`src/rtl/ifu_pkg.sv`:
```
// Shared types and constants for the instruction-fetch responder: state encoding,
// error codes and the response payload carried back to the core.
package ifu_pkg;

    localparam logic [31:0] BASE_ADDR_DEF = 32'h0000_3000;
    localparam int unsigned DEPTH_DEF     = 1024;
    localparam int unsigned TIMEOUT_DEF   = 16;

    localparam logic [1:0] ERR_OK    = 2'b00;
    localparam logic [1:0] ERR_ALIGN = 2'b01;
    localparam logic [1:0] ERR_RANGE = 2'b10;
    localparam logic [1:0] ERR_TMO   = 2'b11;

    localparam logic [31:0] NOP_INS = 32'h0000_0000;

    typedef enum logic [1:0] {
        IDLE  = 2'd0,
        MEM   = 2'd1,
        DRAIN = 2'd2,
        RESP  = 2'd3
    } ifu_state_e;

    typedef struct packed {
        logic [31:0] ins;
        logic [31:0] pc;
        logic [1:0]  err;
    } ifu_resp_t;

    function automatic logic is_misaligned(input logic [31:0] pc);
        return |pc[1:0];
    endfunction

endpackage

```
`src/rtl/ifu_timeout_ctr.sv`:
```
// Cycle counter bounding how long an IM read may stay outstanding; expired_c is
// high during the last permitted cycle so the FSM can give up on that edge.
module ifu_timeout_ctr #(
    parameter int unsigned LIMIT = 16
) (
    input  logic clk,
    input  logic clr,
    input  logic clear,
    input  logic en,
    output logic expired_c
);

    localparam int unsigned CNT_W = $clog2(LIMIT + 1);

    logic [CNT_W-1:0] cnt_q;
    logic [CNT_W-1:0] cnt_d;

    assign expired_c = (cnt_q == CNT_W'(LIMIT - 1));

    // Saturates once expired so a stalled caller never sees it wrap.
    always_comb begin
        cnt_d = cnt_q;
        if (clear) begin
            cnt_d = '0;
        end else if (en && !expired_c) begin
            cnt_d = cnt_q + CNT_W'(1);
        end
    end

    always_ff @(posedge clk or negedge clr) begin
        if (!clr) begin
            cnt_q <= '0;
        end else begin
            cnt_q <= cnt_d;
        end
    end

endmodule

```
`src/rtl/instr_fetch_resp.sv`:
```
// Fetch responder: takes next-PC requests, reads the word from instruction memory
// over a variable-latency handshake and returns {ins, pc, err}, with flush support.
module instr_fetch_resp
    import ifu_pkg::*;
#(
    parameter logic [31:0] BASE_ADDR = BASE_ADDR_DEF,
    parameter int unsigned DEPTH     = DEPTH_DEF,
    parameter int unsigned ADDR_W    = $clog2(DEPTH),
    parameter int unsigned TIMEOUT   = TIMEOUT_DEF
) (
    input  logic              clk,
    input  logic              clr,
    input  logic              req_valid,
    input  logic [31:0]       req_pc,
    output logic              req_ready,
    input  logic              flush,
    output logic              resp_valid,
    output logic [31:0]       resp_ins,
    output logic [31:0]       resp_pc,
    output logic [1:0]        resp_err,
    input  logic              resp_ready,
    output logic              mem_rd,
    output logic [ADDR_W-1:0] mem_addr,
    input  logic [31:0]       mem_rdata,
    input  logic              mem_ack
);

    localparam logic [31:0] IM_BYTES = 32'(4 * DEPTH);

    ifu_state_e        state_q, state_d;
    ifu_resp_t         resp_q, resp_d;
    logic              resp_valid_q, resp_valid_d;
    logic              mem_rd_q, mem_rd_d;
    logic [ADDR_W-1:0] mem_addr_q, mem_addr_d;
    logic              tmr_clear, tmr_en, tmr_expired;

    logic [31:0]       pc_off;
    logic              misaligned;
    logic              in_range;

    // Range check compares before subtracting so a pc below BASE_ADDR cannot wrap in.
    assign pc_off     = req_pc - BASE_ADDR;
    assign misaligned = is_misaligned(req_pc);
    assign in_range   = (req_pc >= BASE_ADDR) && (pc_off < IM_BYTES);

    assign req_ready  = (state_q == IDLE) && !flush;

    ifu_timeout_ctr #(
        .LIMIT(TIMEOUT)
    ) u_tmr (
        .clk      (clk),
        .clr      (clr),
        .clear    (tmr_clear),
        .en       (tmr_en),
        .expired_c(tmr_expired)
    );

    always_comb begin
        state_d      = state_q;
        resp_d       = resp_q;
        resp_valid_d = resp_valid_q;
        mem_rd_d     = mem_rd_q;
        mem_addr_d   = mem_addr_q;
        tmr_clear    = 1'b0;
        tmr_en       = 1'b0;

        unique case (state_q)
            IDLE: begin
                if (req_valid && req_ready) begin
                    resp_d.pc = req_pc;
                    if (misaligned) begin
                        resp_d.ins   = NOP_INS;
                        resp_d.err   = ERR_ALIGN;
                        resp_valid_d = 1'b1;
                        state_d      = RESP;
                    end else if (!in_range) begin
                        resp_d.ins   = NOP_INS;
                        resp_d.err   = ERR_RANGE;
                        resp_valid_d = 1'b1;
                        state_d      = RESP;
                    end else begin
                        mem_rd_d   = 1'b1;
                        mem_addr_d = pc_off[ADDR_W+1:2];
                        tmr_clear  = 1'b1;
                        state_d    = MEM;
                    end
                end
            end
            MEM: begin
                tmr_en = 1'b1;
                if (flush) begin
                    // The read is already on the bus; finish it silently.
                    if (mem_ack || tmr_expired) begin
                        mem_rd_d = 1'b0;
                        state_d  = IDLE;
                    end else begin
                        state_d  = DRAIN;
                    end
                end else if (mem_ack) begin
                    resp_d.ins   = mem_rdata;
                    resp_d.err   = ERR_OK;
                    resp_valid_d = 1'b1;
                    mem_rd_d     = 1'b0;
                    state_d      = RESP;
                end else if (tmr_expired) begin
                    resp_d.ins   = NOP_INS;
                    resp_d.err   = ERR_TMO;
                    resp_valid_d = 1'b1;
                    mem_rd_d     = 1'b0;
                    state_d      = RESP;
                end
            end
            DRAIN: begin
                tmr_en = 1'b1;
                if (mem_ack || tmr_expired) begin
                    mem_rd_d = 1'b0;
                    state_d  = IDLE;
                end
            end
            RESP: begin
                if (flush || resp_ready) begin
                    resp_valid_d = 1'b0;
                    state_d      = IDLE;
                end
            end
            default: begin
                state_d = IDLE;
            end
        endcase
    end

    always_ff @(posedge clk or negedge clr) begin
        if (!clr) begin
            state_q      <= IDLE;
            resp_q       <= '0;
            resp_valid_q <= 1'b0;
            mem_rd_q     <= 1'b0;
            mem_addr_q   <= '0;
        end else begin
            state_q      <= state_d;
            resp_q       <= resp_d;
            resp_valid_q <= resp_valid_d;
            mem_rd_q     <= mem_rd_d;
            mem_addr_q   <= mem_addr_d;
        end
    end

    assign resp_valid = resp_valid_q;
    assign resp_ins   = resp_q.ins;
    assign resp_pc    = resp_q.pc;
    assign resp_err   = resp_q.err;
    assign mem_rd     = mem_rd_q;
    assign mem_addr   = mem_addr_q;

endmodule

```
`config.mk`:
```
export PLATFORM = sky130hd
export DESIGN_NAME = instr_fetch_resp
export DESIGN_NICKNAME = d
export VERILOG_FILES = /design/src/rtl/ifu_pkg.sv /design/src/rtl/ifu_timeout_ctr.sv /design/src/rtl/instr_fetch_resp.sv
export SDC_FILE = /design/constraint.sdc
export NUM_CORES = 1
export LEC_CHECK = 0
export CAP_MARGIN = 20
export CORE_MARGIN = 2
export CORE_UTILIZATION = 44
export CTS_CLUSTER_SIZE = 14
export DETAILED_ROUTE_END_ITERATION = 12
export HOLD_SLACK_MARGIN = 0.08
export PLACE_DENSITY = 0.8
export SYNTH_ARGS = -nofsm -noshare
export SYNTH_HDL_FRONTEND = slang
export SYNTH_HIERARCHICAL = 1
export SYNTH_SLANG_ARGS = --single-unit
```
`constraint.sdc`:
```
create_clock -name clk -period 2.9 [get_ports clk]
set_input_delay 0.58 -clock clk [delete_from_list [all_inputs] [get_ports clk]]
set_output_delay 0.58 -clock clk [all_outputs]
set_load 0.01 [all_outputs]
```
# Word-level counts from Yosys, hierarchy flattened
# Index checks and enable logic that the tools add are counted.
[classes]
addsub = 2
n_mul = 0
div = 0
magnitude_cmp = 2
eq_ne = 13
shift = 0
mux = 45
n_bitwise = 1
n_reduce_logical = 21
[ops]
columns = ["cell", "count"]
rows = [
  ["$mux W32", 5],
  ["$mux W66", 1],
  ["$pmux W32 S2", 1],
  ["$ge A32 B14 Y1 const B", 1],
  ["$lt A32 B13 Y1 const B", 1],
  ["$sub A32 B14 Y32 const B", 1],
  ["$mux W2", 13],
  ["$mux W1", 19],
  ["$mux W5", 2],
  ["$ne A2 B2 Y1 const B", 5],
  ["$reduce_and A5 Y1", 2],
  ["$pmux W2 S4", 1],
  ["$reduce_and A4 Y1", 2],
  ["$ne A3 B3 Y1 const B", 2],
  ["$pmux W1 S3", 2],
  ["$reduce_and A6 Y1", 1],
  ["$reduce_bool A3 Y1", 2],
  ["$add A5 B1 Y5 const B", 1],
  ["$eq A5 B4 Y1 const B", 1],
  ["$eq A2 B2 Y1 const B", 2],
  ["$logic_and A1 B1 Y1", 4],
  ["$ne A4 B4 Y1 const B", 1],
  ["$pmux W2 S2", 1],
  ["$reduce_bool A2 Y1", 2],
  ["other kinds (8)", 11],
]
[totals]
register_bits = 85
latchBits = 0
mem_bits_rw = 0
romBits = 0
in_bits = 70
output_inout_bits = 79
elab_cells = 92
n_memories = 0

# Logic depth before layout (Yosys ltp)
# Gate-level depths: netlist (run 1).
[depth]
depth_word = 8
ltp_mapped = 9
depth_no_buf = 8

# Hierarchy
# Netlist (run 1), hierarchy kept.
[by_module_without_submodules]
columns = ["mod", "instances", "cells_per_inst", "area_per_inst_um2", "seq_area_each_um2"]
rows = [
  ["instr_fetch_resp", 1, 332, 3621.0, 2001.9],
  ["ifu_timeout_ctr", 1, 23, 260.2, 125.1],
]

# Least setup slack after synthesis (run 1)
# OpenSTA, ideal clock, no wires.
[synth_timing]
path_type = "flip-flop to flip-flop"
startpoint = "register u_tmr.cnt_q[0]"
endpoint = "register resp_q, in the netlist resp_ins[6]"
setup_ns = 0.125
arrival_ns = 2.052
required_ns = 2.775
slack_ns = 0.723
stages_incl_launch_ff = 10
path_buffers = 1
period_less_slack_ns = 2.177
cell_sequence = "dfrtp_1 -> ha_1 -> and3_1 -> ha_1 -> nor2_1 -> a21oi_1 -> o211ai_1 -> a31oi_4 -> buf_8 -> mux2_4"
[synth_between]
elab_chain_len = 3
[synth_lines]
columns = ["item", "line", "source"]
rows = [
  ["start: declaration", "ifu_timeout_ctr.sv:15", "logic [CNT_W-1:0] cnt_q;"],
  ["start signal: assignment", "ifu_timeout_ctr.sv:34", "cnt_q <= cnt_d;"],
  ["$eq A5 B4 Y1", "ifu_timeout_ctr.sv:18", "assign expired_c = (cnt_q == CNT_W'(LIMIT - 1));"],
  ["net tmr_expired", "instr_fetch_resp.sv:35", "logic tmr_clear, tmr_en, tmr_expired;"],
  ["$ne A3 B3 Y1 (no source line)", "--", ""],
  ["$reduce_and A5 Y1 (no source line)", "--", ""],
  ["end signal: assignment", "instr_fetch_resp.sv:141", "resp_q <= resp_d;"],
  ["end: declaration", "instr_fetch_resp.sv:31", "ifu_resp_t resp_q, resp_d;"],
]
# The timed path passes the listed nets, and every way through them passes these cells.
# A chain may end at the register's enable or synchronous reset.

# Worst setup path after layout (run 1)
[layout_timing]
startpoint = "register state_q[0]"
endpoint = "output req_ready"
[layout_between]
elab_chain_len = 2
[layout_lines]
columns = ["item", "line", "source"]
rows = [
  ["start: declaration", "instr_fetch_resp.sv:30", "ifu_state_e state_q, state_d;"],
  ["start signal: assignment", "instr_fetch_resp.sv:140", "state_q <= state_d;"],
  ["$logic_not A2 Y1", "instr_fetch_resp.sv:46", "assign req_ready = (state_q == IDLE) && !flush;"],
  ["$logic_and A1 B1 Y1", "instr_fetch_resp.sv:46", ""],
  ["end: declaration", "instr_fetch_resp.sv:15", "output logic req_ready,"],
]
# Every way passes these cells.

==> results of run 1 <==
final timing paths:
kind | to | cells past startpoint | from
max | req_ready | 5 | state_q[0]
min | resp_ins[30] | 1 | clr
max reg2reg | resp_ins[12] | 8 | state_q[1]
min reg2reg | resp_pc[7] | 2 | resp_pc[7]
max in group asynchronous | resp_err[0] | 2 | clr
min in group clk | resp_pc[7] | 2 | resp_pc[7]
registers in the layout, indices dropped and copies added, names as in the netlist:
| name | count |
|---|---|
| resp_ins | 32 |
| resp_pc | 32 |
| mem_addr | 10 |
| u_tmr/cnt_q | 5 |
| resp_err | 2 |
| state_q | 2 |
| mem_rd | 1 |
| resp_valid | 1 |
worst register-to-register path: stages (launching register included):
cell and delay (ps):
dfrtp_1 440, inv_1 100, ha_1 440, nor2_1 100, a21oi_1 130, o211ai_1 140
a31oi_4 200, buf_12 230, mux2_2 390
stage by stage:
| step | utilization | cell area [µm²] | worst slack, ps | instances | hold WS (ps) |
|---|---|---|---|---|---|
| 2_1_floorplan | - | 3880 | 723 | 355 | 284 |
| 3_3_place_gp | 0.634 | 5470 | 107 | 601 | 458 |
| 3_5_place_dp | 0.634 | 5470 | 6.09 | 601 | 462 |
| 4_1_cts | 0.655 | 5650 | 198 | 617 | 459 |
| 5_1_grt | 0.658 | 5680 | 121 | 618 | 92.7 |
| 6_report | 0.658 | 5680 | 215 | 618 | 94.7 |
layout make-up:
type,instances,area (µm²)
fillers,700,2950
flip-flops and latches,85,2130
multi-input cells,247,1640
repair buffers,156,1570
clock buffers,11,141
well taps,108,135
clock inverters,5,41.3
inverters,6,22.5
cell families after synthesis:
group                      after synthesis
xor gates and xnor gates                 3
buffers and inverters                   23
adders and majority gates                8
AOI/OAI and AO/OA                       21
and+or+nand+nor                        167
muxes                                   48
DFF                                     85
per-layer routing:
metal	vias up	track usage	part of all wire	wire, µm
li1	1508	-	-	-
met3	9	0.0480	0.071	695
met1	1529	0.275	0.45	4380
met5	-	0	0	0
met4	0	0.0556	0.010	101
met2	124	0.331	0.47	4630
layout by cell type, fill, tap and decap left out, drive strengths merged, types with 2 or more instances in the layout:
cell type,count
clkbuf,11
nand4,2
a211oi,3
mux2i,2
a21oi,2
nand2,100
nor2,12
mux2,46
xor2,2
nand4b,2
nand3b,2
a211o,2
nand2b,2
clkinvlp,2
dfrtp,85
and3,34
a31oi,3
inv,9
nor2b,2
nor4,2
ha,7
clkdlybuf4s50,147
o21ai,3
nor3,3
nand3,3
buf,9
power by group through the flow:
| stage | logic (µW) | clock network (µW) | registers [µW] |
|---|---|---|---|
| 2_1_floorplan | 1040 | 0 | 2100 |
| 3_3_place_gp | 2380 | 0 | 1910 |
| 3_5_place_dp | 2440 | 0 | 1930 |
| 4_1_cts | 2440 | 827 | 1920 |
| 5_1_grt | 2640 | 871 | 1970 |
| 6_report | 2420 | 796 | 1910 |
==> results.toml, run 1 <==
[yosys]
synth_top_cells_by_count = "nand2_1 (100), dfrtp_1 (85), mux2_2 (43)"
synth-simple-area-share = 0.208
syn_inst = 355
ys_async_sr_fraction = 1.00
synth_edf_count = 0
synth.most_common_cell = "nand2_1"
synth_nets = 432
ys_ff_latch = 85
synth_area_per_cell_um2 = 10.9
synth_top_area_cell = "dfrtp_1"
synth_fa_ha_area_frac = 0.0251
syn-cell-area_mm2 = 0.00388
synth_mux_area_frac = 0.141
synth_area_leaders = "dfrtp_1 (55%), mux2_2 (12%), nand2_1 (9.7%), and3_1 (5.3%), ha_1 (2.3%)"
synth-seq-area-share = 0.548
yosys_warnings = 6
netlist.area_leader.share = 0.548
ys.flop_type = "dfrtp_1"
synth_top_family_by_area = "simple AND/OR/NAND/NOR gates"
yosysUniqueCellTypes = 47
synth-compound-area-share = 0.0422
synth-xor-area-share = 0.00677

[timing]
tightest_slew_ps = 486
rsz0062_at_grt = "no"
fin_crit_ps = 2690
setup_viol = 0
relSlewSlack = 0.675
hold_viol_final = 0
slew_violations = 0
final.setup.tns_ps = 0
skew_ps = 13.0
post-route-period-util = 0.926
clock.fmax_ghz = 0.372

[worst_setup_path]
cp.required_ps = 2320
cpMaxStageDelayCell = "clkdlybuf4s50_1"
cp.arrival_ps = 2110
crit_family = "buffers and inverters"
path_buf_inv = 3
crit_type = "flop to output pin"
worstPathMaxFanout = 7
path_cells = "inv_1 > ha_1 > inv_1 > nor2_1 > clkdlybuf4s50_1"
crit_top_cell = "inv_1"
rrSetupSlack_ps = 610
end_kind = "output pin"
cp-start-kind = "flop"
slowest_delay_ps = 540

[min_path]
hp-class = "input pin to async pin"

[clocking]
cts-root-buf = "clkbuf_8"
clock_sinks = 85
holdBufCountCts = 0
cts.clk_slew.worst_paths_ps = 90
postCtsSetupBuffers = 0
cts_buffers = 9
cts-htree-levels = 3
clkLatencyLatePin_ps = 350
cts_tree = "built"
cts-resized-gates = 0
cts_buffer_depth = 2

[finish]
n_antenna_cell = 0
drive_gt1_frac = 0.153
synthToLayoutAreaGrowth_pct = 46.4
nNetsFinal = 582

[power_and_ir_drop]
max-vdd-ir-drop_uv = 398
p_clk_frac = 0.155
cellPowerDensity_mw_per_mm2 = 903
power_uw = 5130
seq_power_share = 0.373
p_leak_uw = 0.00277
intPower_uw = 3350
switching_share = 0.346
p_comb_frac = 0.472
p_sw_uw = 1780

[placement]
port_buffers = 148
hpwl_um = 6930
gp_congestion = 0.740

[floorplan]
core_mm2 = 0.00864
die_h_um = 97.9
ioPinCount = 149
rows = 34
start_util = 0.449
die_area_mm2 = 0.00959
die_w_um = 97.9

[outcome]
status = "completed"

[routing]
detail_route.iter0.violations = 89
drt_wl_total_um = 9800
ant_nets = 0
wire_per_inst_um = 15.9
firstDrtPassIters = 5
drc_errors = 0
avgViaCountPerCell = 5.13
vias = 3170

[global_routing]
first_global_vias = 3198
grt_usage = 0.203
grt_overflow = 0
grt_antenna_before_repair = 0
grt_max_degree = 86
grt_pass1_wl_um = 15800

[run]
maxCapViolations = 0
No activity file was read; power rests on OpenSTA's default activity.
==> run 2: changes to the inputs <==
--- a/config.mk
+++ b/config.mk
@@ -8,10 +8,12 @@
 export CAP_MARGIN = 20
 export CORE_MARGIN = 2
 export CORE_UTILIZATION = 44
+export CTS_BUF_LIST = sky130_fd_sc_hd__clkbuf_4 sky130_fd_sc_hd__clkbuf_8 sky130_fd_sc_hd__clkbuf_16
 export CTS_CLUSTER_SIZE = 14
 export DETAILED_ROUTE_END_ITERATION = 12
 export HOLD_SLACK_MARGIN = 0.08
 export PLACE_DENSITY = 0.8
+export RECOVER_POWER = 100
 export SYNTH_ARGS = -nofsm -noshare
 export SYNTH_HDL_FRONTEND = slang
 export SYNTH_HIERARCHICAL = 1
==> run 2 against run 1 <==
- clock-buffer cell count did not move
- highest routed layer unchanged
- non-clock buffer count unchanged
- fmax is essentially flat
- core utilization down 0.45 points
- sequential share of layout area increased by 0.26 points
- critical path depth is the same
- setup slack barely moved
- final area fell by 0.68%
- clock power up 2%
- die area is the same
- largest cell class unchanged
==> results.toml, run 2 (same netlist as run 1, synthesis figures left out) <==
[worst_setup_path]
crit_top_cell = "inv_1"
path_depth = 5
worstPathMaxFanout = 7
cp.arrival_ps = 2110
cp.required_ps = 2320
path_buf_inv = 3
crit_type = "flop to output pin"
slowest_delay_ps = 600
cpMaxStageDelayCell = "dlygate4sd3_1"
reg2reg_depth = 9
path_cells = "inv_1 > ha_1 > inv_1 > nor2_1 > dlygate4sd3_1"
end_kind = "output pin"
cp-start-kind = "flop"
crit_family = "buffers and inverters"

[routing]
ant_nets = 0
drt_wl_total_um = 9780
detail_route.iter0.violations = 91
drc_errors = 0
avgViaCountPerCell = 5.13
vias = 3173
wire_per_inst_um = 15.8
firstDrtPassIters = 4

[global_routing]
grt_pass1_wl_um = 15800
grt_usage = 0.204
grt_max_degree = 86
grt_antenna_before_repair = 0
first_global_vias = 3196
grt_overflow = 0

[placement]
dpl_worst_slack_ps = 6.09
gp_congestion = 0.740
port_buffers = 148
hpwl_um = 6930

[floorplan]
die_h_um = 97.9
die_w_um = 97.9
start_util = 0.449
ioPinCount = 149
rows = 34
die_area_mm2 = 0.00959
core_mm2 = 0.00864

[timing]
clock.fmax_ghz = 0.372
tightest_slew_ps = 1080
final.setup.tns_ps = 0
skew_ps = 15.5
hold_viol_final = 0
fin_crit_ps = 2690
slew_violations = 0
rsz0062_at_grt = "no"
setup_viol = 0
setup_slack_ps = 215
hold_slack_ps = 405
post-route-period-util = 0.926
relSlewSlack = 0.278

[clocking]
holdBufCountCts = 0
cts_buffers = 9
cts-root-buf = "clkbuf_8"
cts.clk_slew.worst_paths_ps = 90
cts_tree = "built"
cts-htree-levels = 3
postCtsSetupBuffers = 0
cts-resized-gates = 0
clkLatencyLatePin_ps = 350
clock_sinks = 85
cts_buffer_depth = 2

[finish]
layout_common_cells = "nand2_1 (100), dfrtp_1 (85), dlygate4sd3_1 (80), clkdlybuf4s50_1 (67), mux2_2 (43)"
fillers = 711
n_antenna_cell = 0
layout_commonest_cell = "nand2_1"
nNetsFinal = 582
synthToLayoutAreaGrowth_pct = 45.4
drive_gt1_frac = 0.139

[outcome]
status = "completed"

[power_and_ir_drop]
cellPowerDensity_mw_per_mm2 = 876
max-vdd-ir-drop_uv = 390
p_leak_uw = 0.00294

[run]
maxCapViolations = 0

[min_path]
hp-class = "input pin to async pin"
-- run 2: area by class of cell --
type                       count  area, µm²  share of cell area
timing repair buffer         156       1560               0.277
inverter                       6       22.5             0.00399
multi-input combinational    247       1610               0.285
sequential                    85       2130               0.377
clock inverter                 5       41.3             0.00732
tap                          108        135              0.0239
clock buffer                  11        145              0.0257
-- run 2: path summary, 6_finish.rpt --
check | start | end | slack [ps]
setup reg to reg | u_tmr/cnt_q[0] | resp_ins[0] | 520
max in group asynchronous | clr | resp_err[0] | 1600
hold / removal | clr | resp_ins[30] | 400
hold reg to reg | resp_pc[7] | resp_pc[7] | 480
setup / recovery | state_q[0] | req_ready | 210
min in group clk | resp_pc[7] | resp_pc[7] | 480
-- run 2: where the power goes --
group / total [µW] / internal [µW] / switching (µW) / leakage, µW
clock network: 814 / 354 / 459 / 0.0000904
registers: 1890 / 1640 / 248 / 0.00111
logic: 2240 / 1190 / 1050 / 0.00175
total: 4940 / 3190 / 1760 / 0.00294
-- run 2: layer usage --
layer  share of wire  global-route usage  vias up
met5               0                   0        -
met4          0.0086              0.0556        0
met3           0.069              0.0480        7
met2            0.48               0.332      118
met1            0.45               0.275     1531
li1                -                   -     1517
-- run 2: through the flow --
step / power, µW / area (µm²) / instances / util
2_1_floorplan: 3130 / 3880 / 355 / -
3_3_place_gp: 4280 / 5470 / 601 / 0.634
3_5_place_dp: 4370 / 5470 / 601 / 0.634
4_1_cts: 5200 / 5660 / 617 / 0.655
5_1_grt: 5300 / 5640 / 618 / 0.653
6_report: 4940 / 5640 / 618 / 0.653
-- run 2: worst reg2reg max path: cells and delay by family (launching register included) --
family / cells / cell delay (ps)
AOI/OAI and AO/OA: 3 / 560
adders and majority gates: 2 / 420
DFF: 1 / 400
muxes: 1 / 380
buffers and inverters: 1 / 260
and+or+nand+nor: 2 / 250
